==> src/rtl/round_judge_pkg.sv <==
// Shared types and helpers for the round_judge match controller.
// Holds the state encoding, parameter defaults and the beats rule.
package round_judge_pkg;

  localparam int DEF_NUM_CHOICES = 3;
  localparam int DEF_SCORE_W     = 4;
  localparam int DEF_WIN_SCORE   = 3;
  localparam int IDX_W           = 4;  // wide enough for up to 15 choices

  typedef enum logic [1:0] {
    ST_IDLE,
    ST_JUDGE,
    ST_SHOW,
    ST_OVER
  } state_e;

  // a beats b when the forward distance (a - b) mod n is in the first half of the ring
  function automatic logic beats(input int a, input int b, input int n);
    int d;
    d = (a - b + n) % n;
    return (d >= 1) && (d <= (n - 1) / 2);
  endfunction

endpackage

==> src/rtl/onehot_to_index.sv <==
// Converts a one-hot choice vector into a binary index plus a one-hot-valid flag.
module onehot_to_index
  import round_judge_pkg::*;
#(
  parameter int N = DEF_NUM_CHOICES
) (
  input  logic [N-1:0]     i_onehot,
  output logic [IDX_W-1:0] o_index,
  output logic             o_valid
);

  always_comb begin
    // NOTE: every output gets a default before the loop, so no path leaves one unassigned and no latch is inferred.
    o_index = '0;
    for (int i = 0; i < N; i++) begin
      if (i_onehot[i]) o_index = o_index | IDX_W'(i);
    end
    o_valid = $onehot(i_onehot);
  end

endmodule

==> src/rtl/round_judge.sv <==
// Judges rock-paper-scissors style rounds between two players and keeps score
// until one player reaches WIN_SCORE.
module round_judge
  import round_judge_pkg::*;
#(
  parameter int NUM_CHOICES = DEF_NUM_CHOICES,
  parameter int SCORE_W     = DEF_SCORE_W,
  parameter int WIN_SCORE   = DEF_WIN_SCORE
) (
  input  logic                               clk,
  input  logic                               stateReset,
  input  logic [NUM_CHOICES-1:0]             p1Choice,
  input  logic [NUM_CHOICES-1:0]             p2Choice,
  input  logic                               roundValid,
  output logic                               roundReady,
  input  logic                               resultAck,
  output logic                               resultValid,
  output logic [NUM_CHOICES*NUM_CHOICES-1:0] scenario,
  output logic                               winner1,
  output logic                               winner2,
  output logic                               tie,
  output logic                               invalid,
  output logic [SCORE_W-1:0]                 player1,
  output logic [SCORE_W-1:0]                 player2,
  output logic                               matchOver
);

  localparam int                 SCEN_W = NUM_CHOICES * NUM_CHOICES;
  localparam logic [SCORE_W-1:0] WIN    = SCORE_W'(WIN_SCORE);

  state_e                  r_state;
  state_e                  w_next;
  logic [NUM_CHOICES-1:0]  r_p1;
  logic [NUM_CHOICES-1:0]  r_p2;
  logic [SCEN_W-1:0]       r_scenario;
  logic                    r_winner1;
  logic                    r_winner2;
  logic                    r_tie;
  logic                    r_invalid;
  logic [SCORE_W-1:0]      r_score1;
  logic [SCORE_W-1:0]      r_score2;

  logic [IDX_W-1:0]        w_idx1;
  logic [IDX_W-1:0]        w_idx2;
  logic                    w_val1;
  logic                    w_val2;
  logic                    w_valid;
  logic                    w_p1_beats;
  logic                    w_p2_beats;
  logic [SCEN_W-1:0]       w_scen_next;

  onehot_to_index #(.N(NUM_CHOICES)) u_enc_p1 (
    .i_onehot (r_p1),
    .o_index  (w_idx1),
    .o_valid  (w_val1)
  );

  onehot_to_index #(.N(NUM_CHOICES)) u_enc_p2 (
    .i_onehot (r_p2),
    .o_index  (w_idx2),
    .o_valid  (w_val2)
  );

  assign w_valid    = w_val1 & w_val2;
  assign w_p1_beats = beats(int'(w_idx1), int'(w_idx2), NUM_CHOICES);
  assign w_p2_beats = beats(int'(w_idx2), int'(w_idx1), NUM_CHOICES);

  // Malformed rounds collapse onto bit 0 of the scenario code.
  always_comb begin
    w_scen_next = SCEN_W'(1);
    if (w_valid) w_scen_next = SCEN_W'(1) << (int'(w_idx1) * NUM_CHOICES + int'(w_idx2));
  end

  // NOTE: sequential state uses non-blocking assignments so every register samples pre-edge values.
  always_ff @(posedge clk) begin
    if (stateReset) r_state <= ST_IDLE;
    else            r_state <= w_next;
  end

  always_comb begin
    w_next = r_state;
    case (r_state)
      ST_IDLE:  if (roundValid) w_next = ST_JUDGE;
      ST_JUDGE: w_next = ST_SHOW;
      ST_SHOW:  if (resultAck) w_next = (r_score1 == WIN || r_score2 == WIN) ? ST_OVER : ST_IDLE;
      ST_OVER:  w_next = ST_OVER;
      default:  w_next = ST_IDLE;
    endcase
  end

  always_ff @(posedge clk) begin
    if (stateReset) begin
      r_p1 <= '0;
      r_p2 <= '0;
    end else if (r_state == ST_IDLE && roundValid) begin
      r_p1 <= p1Choice;
      r_p2 <= p2Choice;
    end
  end

  always_ff @(posedge clk) begin
    if (stateReset) begin
      r_scenario <= '0;
      r_winner1  <= 1'b0;
      r_winner2  <= 1'b0;
      r_tie      <= 1'b0;
      r_invalid  <= 1'b0;
      r_score1   <= '0;
      r_score2   <= '0;
    end else if (r_state == ST_JUDGE) begin
      r_scenario <= w_scen_next;
      r_invalid  <= ~w_valid;
      r_winner1  <= w_valid & w_p1_beats;
      r_winner2  <= w_valid & w_p2_beats;
      r_tie      <= ~w_valid | (~w_p1_beats & ~w_p2_beats);
      if (w_valid && w_p1_beats && r_score1 < WIN) r_score1 <= r_score1 + 1'b1;
      if (w_valid && w_p2_beats && r_score2 < WIN) r_score2 <= r_score2 + 1'b1;
    end
  end

  assign roundReady  = (r_state == ST_IDLE);
  assign resultValid = (r_state == ST_SHOW);
  assign matchOver   = (r_state == ST_OVER);
  assign scenario    = r_scenario;
  assign winner1     = r_winner1;
  assign winner2     = r_winner2;
  assign tie         = r_tie;
  assign invalid     = r_invalid;
  assign player1     = r_score1;
  assign player2     = r_score2;

endmodule

==> config.mk <==
export PLATFORM = sky130hd
export DESIGN_NAME = round_judge
export DESIGN_NICKNAME = d
export VERILOG_FILES = /design/src/rtl/round_judge_pkg.sv /design/src/rtl/onehot_to_index.sv /design/src/rtl/round_judge.sv
export SDC_FILE = /design/constraint.sdc
export NUM_CORES = 1
export LEC_CHECK = 0
export CORE_MARGIN = 1
export CORE_UTILIZATION = 35
export CTS_CLUSTER_DIAMETER = 100
export DETAILED_ROUTE_END_ITERATION = 10
export MAX_ROUTING_LAYER = met4
export PLACE_DENSITY = 0.64
export SYNTH_ARGS = -nofsm -noshare
export SYNTH_HDL_FRONTEND = slang
export SYNTH_HIERARCHICAL = 1
export SYNTH_SLANG_ARGS = --single-unit
==> constraint.sdc <==
create_clock -name clk -period 8.75 [get_ports clk]
set_input_delay 2.1875 -clock clk [delete_from_list [all_inputs] [get_ports clk]]
set_output_delay 2.1875 -clock clk [all_outputs]
set_load 0.005 [all_outputs]
==> flow_metrics.py, run 1 <==
metrics = {
    "run_status": {
        "status": "finished, final reports clean",
    },
    "place": {
        "dpl.hpwl_um": 5850,
        "gp_congestion": 0.923,
        "place_ws_ns": 1.63,
        "portBuffers": 33,
    },
    "timing": {
        "skew_ns": 0.00554,
        "final_max_slew_viol_count": 0,
        "period_share_pct": 82.7,
        "hold_viol_final": 0,
        "max-slew-margin-rel_pct": 32.3,
        "clock.fmax_ghz": 0.138,
        "setup_tns_ns": 0,
        "finalSetupViolations": 0,
        "worst_slack_ns": 1.51,
        "grt_setup_unrepaired": "no",
        "tightest_slew_ns": 1.01,
        "fin_crit_ns": 7.24,
    },
    "clock_network": {
        "cts_resized": 0,
        "postCtsSetupRepairBufs": 0,
        "cts_root_buf": "clkbuf_8",
        "tritoncts": "yes",
        "clock_path_buffers": 2,
        "clock_sinks": 29,
        "clk_latency_ns": 0.28,
        "htreeDepth": 2,
        "cts_buffers": 5,
        "path_clk_slew_ns": 0.06,
        "hold_buffers": 0,
    },
    "min_path": {
        "hp-start": "tie",
        "min_path_type": "reg2reg",
        "holdPathEnd": "tie",
        "whs_path_depth": 2,
    },
    "routing": {
        "top_layer_used": "met4",
        "drt_iter0_markers": 176,
        "viasPerCell": 5.74,
        "drt-total-wl_um": 7550,
        "vias": 3161,
        "post_drt_wl_per_cell_um": 13.7,
        "met2_length_um": 3510,
        "met3_length_um": 464,
        "firstDrtPassIters": 5,
        "drtAntennaViolNets": 0,
        "met1_length_um": 3470,
        "drc": 0,
    },
    "logic_synthesis": {
        "ys_warn_count": 6,
        "avgSynthCellArea_um2": 7.62,
        "synth_edf_count": 0,
        "yosys-top-cells-count": "45 x nor2_1, 35 x nand2_1, 29 x dfxtp_1, 28 x a21oi_1, 27 x ha_1",
        "synth.distinct_cells": 69,
        "syn_inst": 425,
        "async_reset_ff_share_pct": 0,
        "yosysTopAreaCellShare_pct": 17.9,
        "netlist_area_um2": 3240,
        "synthTopCellsByArea": "dfxtp_1 18%, ha_1 10%, nor2_1 5.2%",
        "synth_top_cell_by_area": "dfxtp_1",
        "ys_seq_elements": 29,
        "ys.flop_type": "dfxtp_1",
        "yosysSeqAreaShare_pct": 17.9,
        "synth.most_common_cell": "nor2_1",
    },
    "worst_setup_path": {
        "cp.required_ns": 8.88,
        "cp_slowest_cell": "ha_1",
        "cpLargestDelayFamily": "compound AO/OA/AOI/OAI gates",
        "end_kind": "flip-flop",
        "crit_buf_inv": 2,
        "r2r-end": "player1[1]",
        "startpoint_type": "flip-flop",
        "max_stage_delay_ns": 0.82,
        "rr_startpoint": "r_p1[1]",
        "cp_common_cell": "ha_1",
        "arrival_ns": 7.37,
        "critical_path_class": "reg2reg",
        "crit_path_cell_trace": "inv_1, ha_1, inv_1, ha_1, a311oi_1, xor2_1, a21oi_1, nor3_1, ha_1, a21oi_1, a31oi_1, nor2_1, ha_1, a2111oi_0, o21ai_0, xnor2_1, ha_1, nor4_1, o2111ai_1, a221oi_1, and4b_1, mux2i_1, nor2_1",
        "reg2reg_depth": 23,
        "crit_fanout": 24,
        "rrSetupSlack_ns": 1.51,
    },
    "floorplan": {
        "die_area_um2": 9640,
        "start_util_pct": 36.6,
        "die_w_um": 98.2,
        "rows": 34,
        "pin_count": 34,
        "design.core.area_um2": 8850,
        "die_h_um": 98.2,
    },
    "pwr": {
        "p_leak_nw": 1.45,
        "power_density_nw_per_um2": 275,
        "total_power_mw": 1.02,
        "ir_worst_vdd_mv": 0.122,
    },
    "cells_and_area": {
        "fin_nets": 487,
        "syn2layout_area_growth_pct": 14.2,
        "drive_gt1_share_pct": 4.06,
        "final_util_pct": 41.8,
        "diodes": 0,
    },
    "global_route": {
        "grt.total_usage_pct": 16.5,
        "grt_pass1_vias": 2967,
        "grt_pass1_wl_um": 13000,
        "grt_start_max_net_pins": 30,
        "antenna_found_initial": 0,
        "gr-total-overflow": 0,
    },
    "flow_run": {
        "drv_cap": 0,
    },
}
cells by family (layout without fill, tap and decap cells):
group                    Yosys count  in the layout  share of synthesized area [%]
AND/OR/NAND/NOR                  178            178                           29.3
multiplexers                       8              8                           2.51
flip-flops                        29             29                           17.9
adder cells (fa/ha/maj)           35             35                           15.4
buffers and inverters             47             63                           6.57
XOR/XNOR                          16             16                           4.99
AO/OA/AOI/OAI                    110            110                           23.0
other                              2              4                          0.232
worst reg2reg max path: stages (launching register included):
cell	delay [ns]
dfxtp_1	0.47
inv_1	0.08
ha_1	0.82
inv_1	0.45
ha_1	0.37
a311oi_1	0.25
xor2_1	0.33
a21oi_1	0.17
nor3_1	0.27
ha_1	0.39
a21oi_1	0.10
a31oi_1	0.24
nor2_1	0.10
ha_1	0.23
a2111oi_0	0.49
o21ai_0	0.32
xnor2_1	0.20
ha_1	0.32
nor4_1	0.30
o2111ai_1	0.15
a221oi_1	0.47
and4b_1	0.33
mux2i_1	0.20
nor2_1	0.05
registers in the layout (all words and copies together), names as in the netlist:
name,count
scenario,9
winner2,1
tie,1
winner1,1
player2,4
player1,4
invalid,1
r_p2,3
r_state,2
r_p1,3
cells in the final DEF, fill, tap and decap left out, types with 12 or more instances in the layout:
cell	netlist	final
o21ai_0	12	12
nand2_1	35	35
inv_1	22	22
clkdlybuf4s50_1	0	33
a21oi_1	28	28
ha_1	27	27
nor3_1	13	13
dfxtp_1	29	29
nor2b_1	12	12
nor2_1	45	45
nand3_1	12	12
through the flow:
stage | instance area (µm²) | instances | hold WS [ns]
after floorplan | 3240 | 427 | 0.453
after global placement | 3580 | 543 | 0.444
after detailed placement | 3580 | 543 | 0.447
after CTS | 3700 | 551 | 0.456
after global routing | 3700 | 551 | 0.486
final | 3700 | 551 | 0.453
area by class of cell:
class / count / area (µm²)
clock buffer: 7 / 86.3
clock inverter: 1 / 30.0
fill: 898 / 5150
inverter: 22 / 82.6
multi-input combinational: 351 / 2450
sequential: 29 / 581
tap: 108 / 135
timing repair buffer: 33 / 330
metal layers:
| metal | vias to the layer above | track usage [%] |
|---|---|---|
| li1 | 1578 | - |
| met1 | 1464 | 20.6 |
| met2 | 106 | 27.1 |
| met3 | 13 | 2.36 |
| met4 | 0 | 5.74 |
| met5 | - | - |
worst max path at each step:
| stage | start | to | depth (start not counted) |
|---|---|---|---|
| final | r_p1[1] | player1[1] | 23 |
| after global routing | r_p1[1] | player1[1] | 23 |
| after CTS | r_p1[1] | player1[1] | 23 |
| after detailed placement | r_p1[1] | player1[1] | 23 |
| after global placement | r_p1[1] | player1[1] | 23 |
| after floorplan | r_p1[1] | player1[1] | 28 |
where the power goes:
group	switching (mW)	internal (mW)
clock	0.0493	0.0927
combinational	0.438	0.295
sequential	0.00494	0.136
total	0.492	0.524
(Power assumes the default switching activity.)
==> run 2: changes to the inputs <==
PLACE_DENSITY = 0.66   (was 0.64)
clock period = 6.4 ns   (was 8.75 ns; I/O delays follow)
==> run 2 against run 1 <==
  * Cell area rose by 4.5%
  * Sequential share of layout area fell by 0.57 points
  * Clock power rose by 38%
  * Clock skew barely moved
  * Via count fell by 0.47%
  * Die area did not move
  * Setup slack got worse by 1.3 ns
  * Maximum frequency rose by 18%
  * Routed wire length rose by 4.3%
  * Core utilization rose by 1.9 points
  * Register-to-register slack got worse by 1.3 ns
  * Critical endpoint unchanged
  * Largest power group unchanged
  * Highest routed layer unchanged
==> flow_metrics.py, run 2 (synthesis gave the netlist of run 1 again) <==
metrics = {
    "clock_network": {
        "cts_root_buf": "clkbuf_8",
        "htreeDepth": 2,
        "clock_path_buffers": 2,
        "path_clk_slew_ns": 0.06,
        "cts_buffers": 5,
        "clk_latency_ns": 0.28,
        "tritoncts": "yes",
        "clock_sinks": 29,
        "hold_buffers": 0,
    },
    "place": {
        "placed_cell_area_um2": 3680,
        "dpl.hpwl_um": 6110,
        "portBuffers": 33,
        "dp_cells": 556,
        "place_ws_ns": -0.0676,
        "gp_congestion": 0.901,
    },
    "worst_setup_path": {
        "max_stage_delay_ns": 0.43,
        "critical_path_class": "reg2reg",
        "cpLargestDelayFamily": "compound AO/OA/AOI/OAI gates",
        "arrival_ns": 6.27,
        "cp_common_cell": "ha_1",
        "cp_slowest_cell": "a2111oi_1",
        "end_kind": "flip-flop",
        "critPathLaunch": "r_p1[1]",
        "rr_startpoint": "r_p1[1]",
        "crit_fanout": 6,
        "startpoint_type": "flip-flop",
        "crit_buf_inv": 2,
        "cp.required_ns": 6.53,
    },
    "floorplan": {
        "design.core.area_um2": 8850,
        "start_util_pct": 36.6,
        "rows": 34,
        "die_area_um2": 9640,
        "die_h_um": 98.2,
        "pin_count": 34,
        "die_w_um": 98.2,
    },
    "min_path": {
        "hp-start": "tie",
        "min_path_type": "reg2reg",
    },
    "timing": {
        "final_max_slew_viol_count": 0,
        "skew_ns": 0.00549,
        "worst_slack_ns": 0.257,
        "clock.fmax_ghz": 0.163,
        "max-slew-margin-rel_pct": 32.3,
        "setup_tns_ns": 0,
        "finalSetupViolations": 0,
        "hold_viol_final": 0,
        "tightest_slew_ns": 1.01,
        "whs_ns": 0.461,
        "period_share_pct": 96.0,
        "fin_crit_ns": 6.14,
    },
    "pwr": {
        "intPower_mw": 0.799,
        "clkPwrFrac_pct": 12.9,
        "p_leak_nw": 1.53,
        "power_density_nw_per_um2": 393,
        "power_frac_seq_pct": 12.6,
        "comb_power_share_pct": 74.5,
        "ir_worst_vdd_mv": 0.167,
        "total_power_mw": 1.52,
        "switchingPower_mw": 0.719,
        "swShare_pct": 47.4,
    },
    "global_route": {
        "antenna_found_initial": 0,
        "grt_pass1_vias": 2958,
        "gr-total-overflow": 0,
        "grt_pass1_wl_um": 13600,
        "grt_start_max_net_pins": 30,
        "grt.total_usage_pct": 17.2,
    },
    "cells_and_area": {
        "stdcell_count": 566,
        "diodes": 0,
        "layout_commonest_cell": "nor2_1",
        "largest_reg_flops": 9,
        "fillers": 882,
        "fin_nets": 502,
        "drive_gt1_share_pct": 10.0,
        "final_util_pct": 43.6,
        "layout_common_cells": "43 x nor2_1, 35 x nand2_1, 33 x clkdlybuf4s50_1",
        "fin_area_um2": 3860,
        "syn2layout_area_growth_pct": 19.3,
    },
    "flow_run": {
        "drv_cap": 0,
    },
    "routing": {
        "vias": 3146,
        "drt_iter0_markers": 120,
        "viasPerCell": 5.56,
        "drtAntennaViolNets": 0,
        "drt-total-wl_um": 7870,
        "firstDrtPassIters": 4,
        "post_drt_wl_per_cell_um": 13.9,
        "drc": 0,
    },
    "run_status": {
        "status": "finished, final reports clean",
    },
}
[run 2: changes by cell type in the layout (fill, tap and decap cells not counted), sizes merged]
cell and change:
buf +15
[run 2: metal layers]
metal / global-route usage [%] / share of wire, % / vias to the layer above
li1: - / - / 1604
met4: 5.28 / 1.7 / 0
met5: - / 0 / -
met1: 21.8 / 47 / 1457
met3: 1.79 / 2.8 / 16
met2: 28.7 / 48 / 69
[run 2: layout make-up]
class	instances	area (µm²)	share of cell area [%]
multi-input combinational	351	2500	64.7
sequential	29	584	15.1
timing repair buffer	48	443	11.5
tap	108	135	3.50
clock buffer	7	86.3	2.24
inverter	22	82.6	2.14
clock inverter	1	30.0	0.778
[run 2: what timing repair did]
| item | 4_1_cts | 5_1_grt |
|---|---|---|
| resized for setup | 3 | 16 |
| setup endpoints to repair | 1 | 7 |
| buffers inserted | 0 | 2 |
| pin swaps | 0 | 2 |
[run 2: worst min-delay path: stages (launching register included)]
cell,delay [ns]
dfxtp_1,0.31
nand2_1,0.05
a21oi_1,0.05
[run 2: path summary, 6_finish.rpt]
path	endpoint	slack [ns]	depth (start not counted)
worst max-delay path	player1[1]	0.26	25
worst min-delay path	tie	0.46	2
worst max register to register	player1[1]	0.26	25
worst min register to register	tie	0.46	2
[run 2: power groups by stage]
stage          clock [mW]  sequential [mW]  combinational, mW
5_1_grt             0.211            0.192               1.26
4_1_cts             0.201            0.191               1.06
3_5_place_dp            0            0.195               1.05
2_1_floorplan           0            0.194              0.818
3_3_place_gp            0            0.195               1.03
6_report            0.196            0.191               1.13
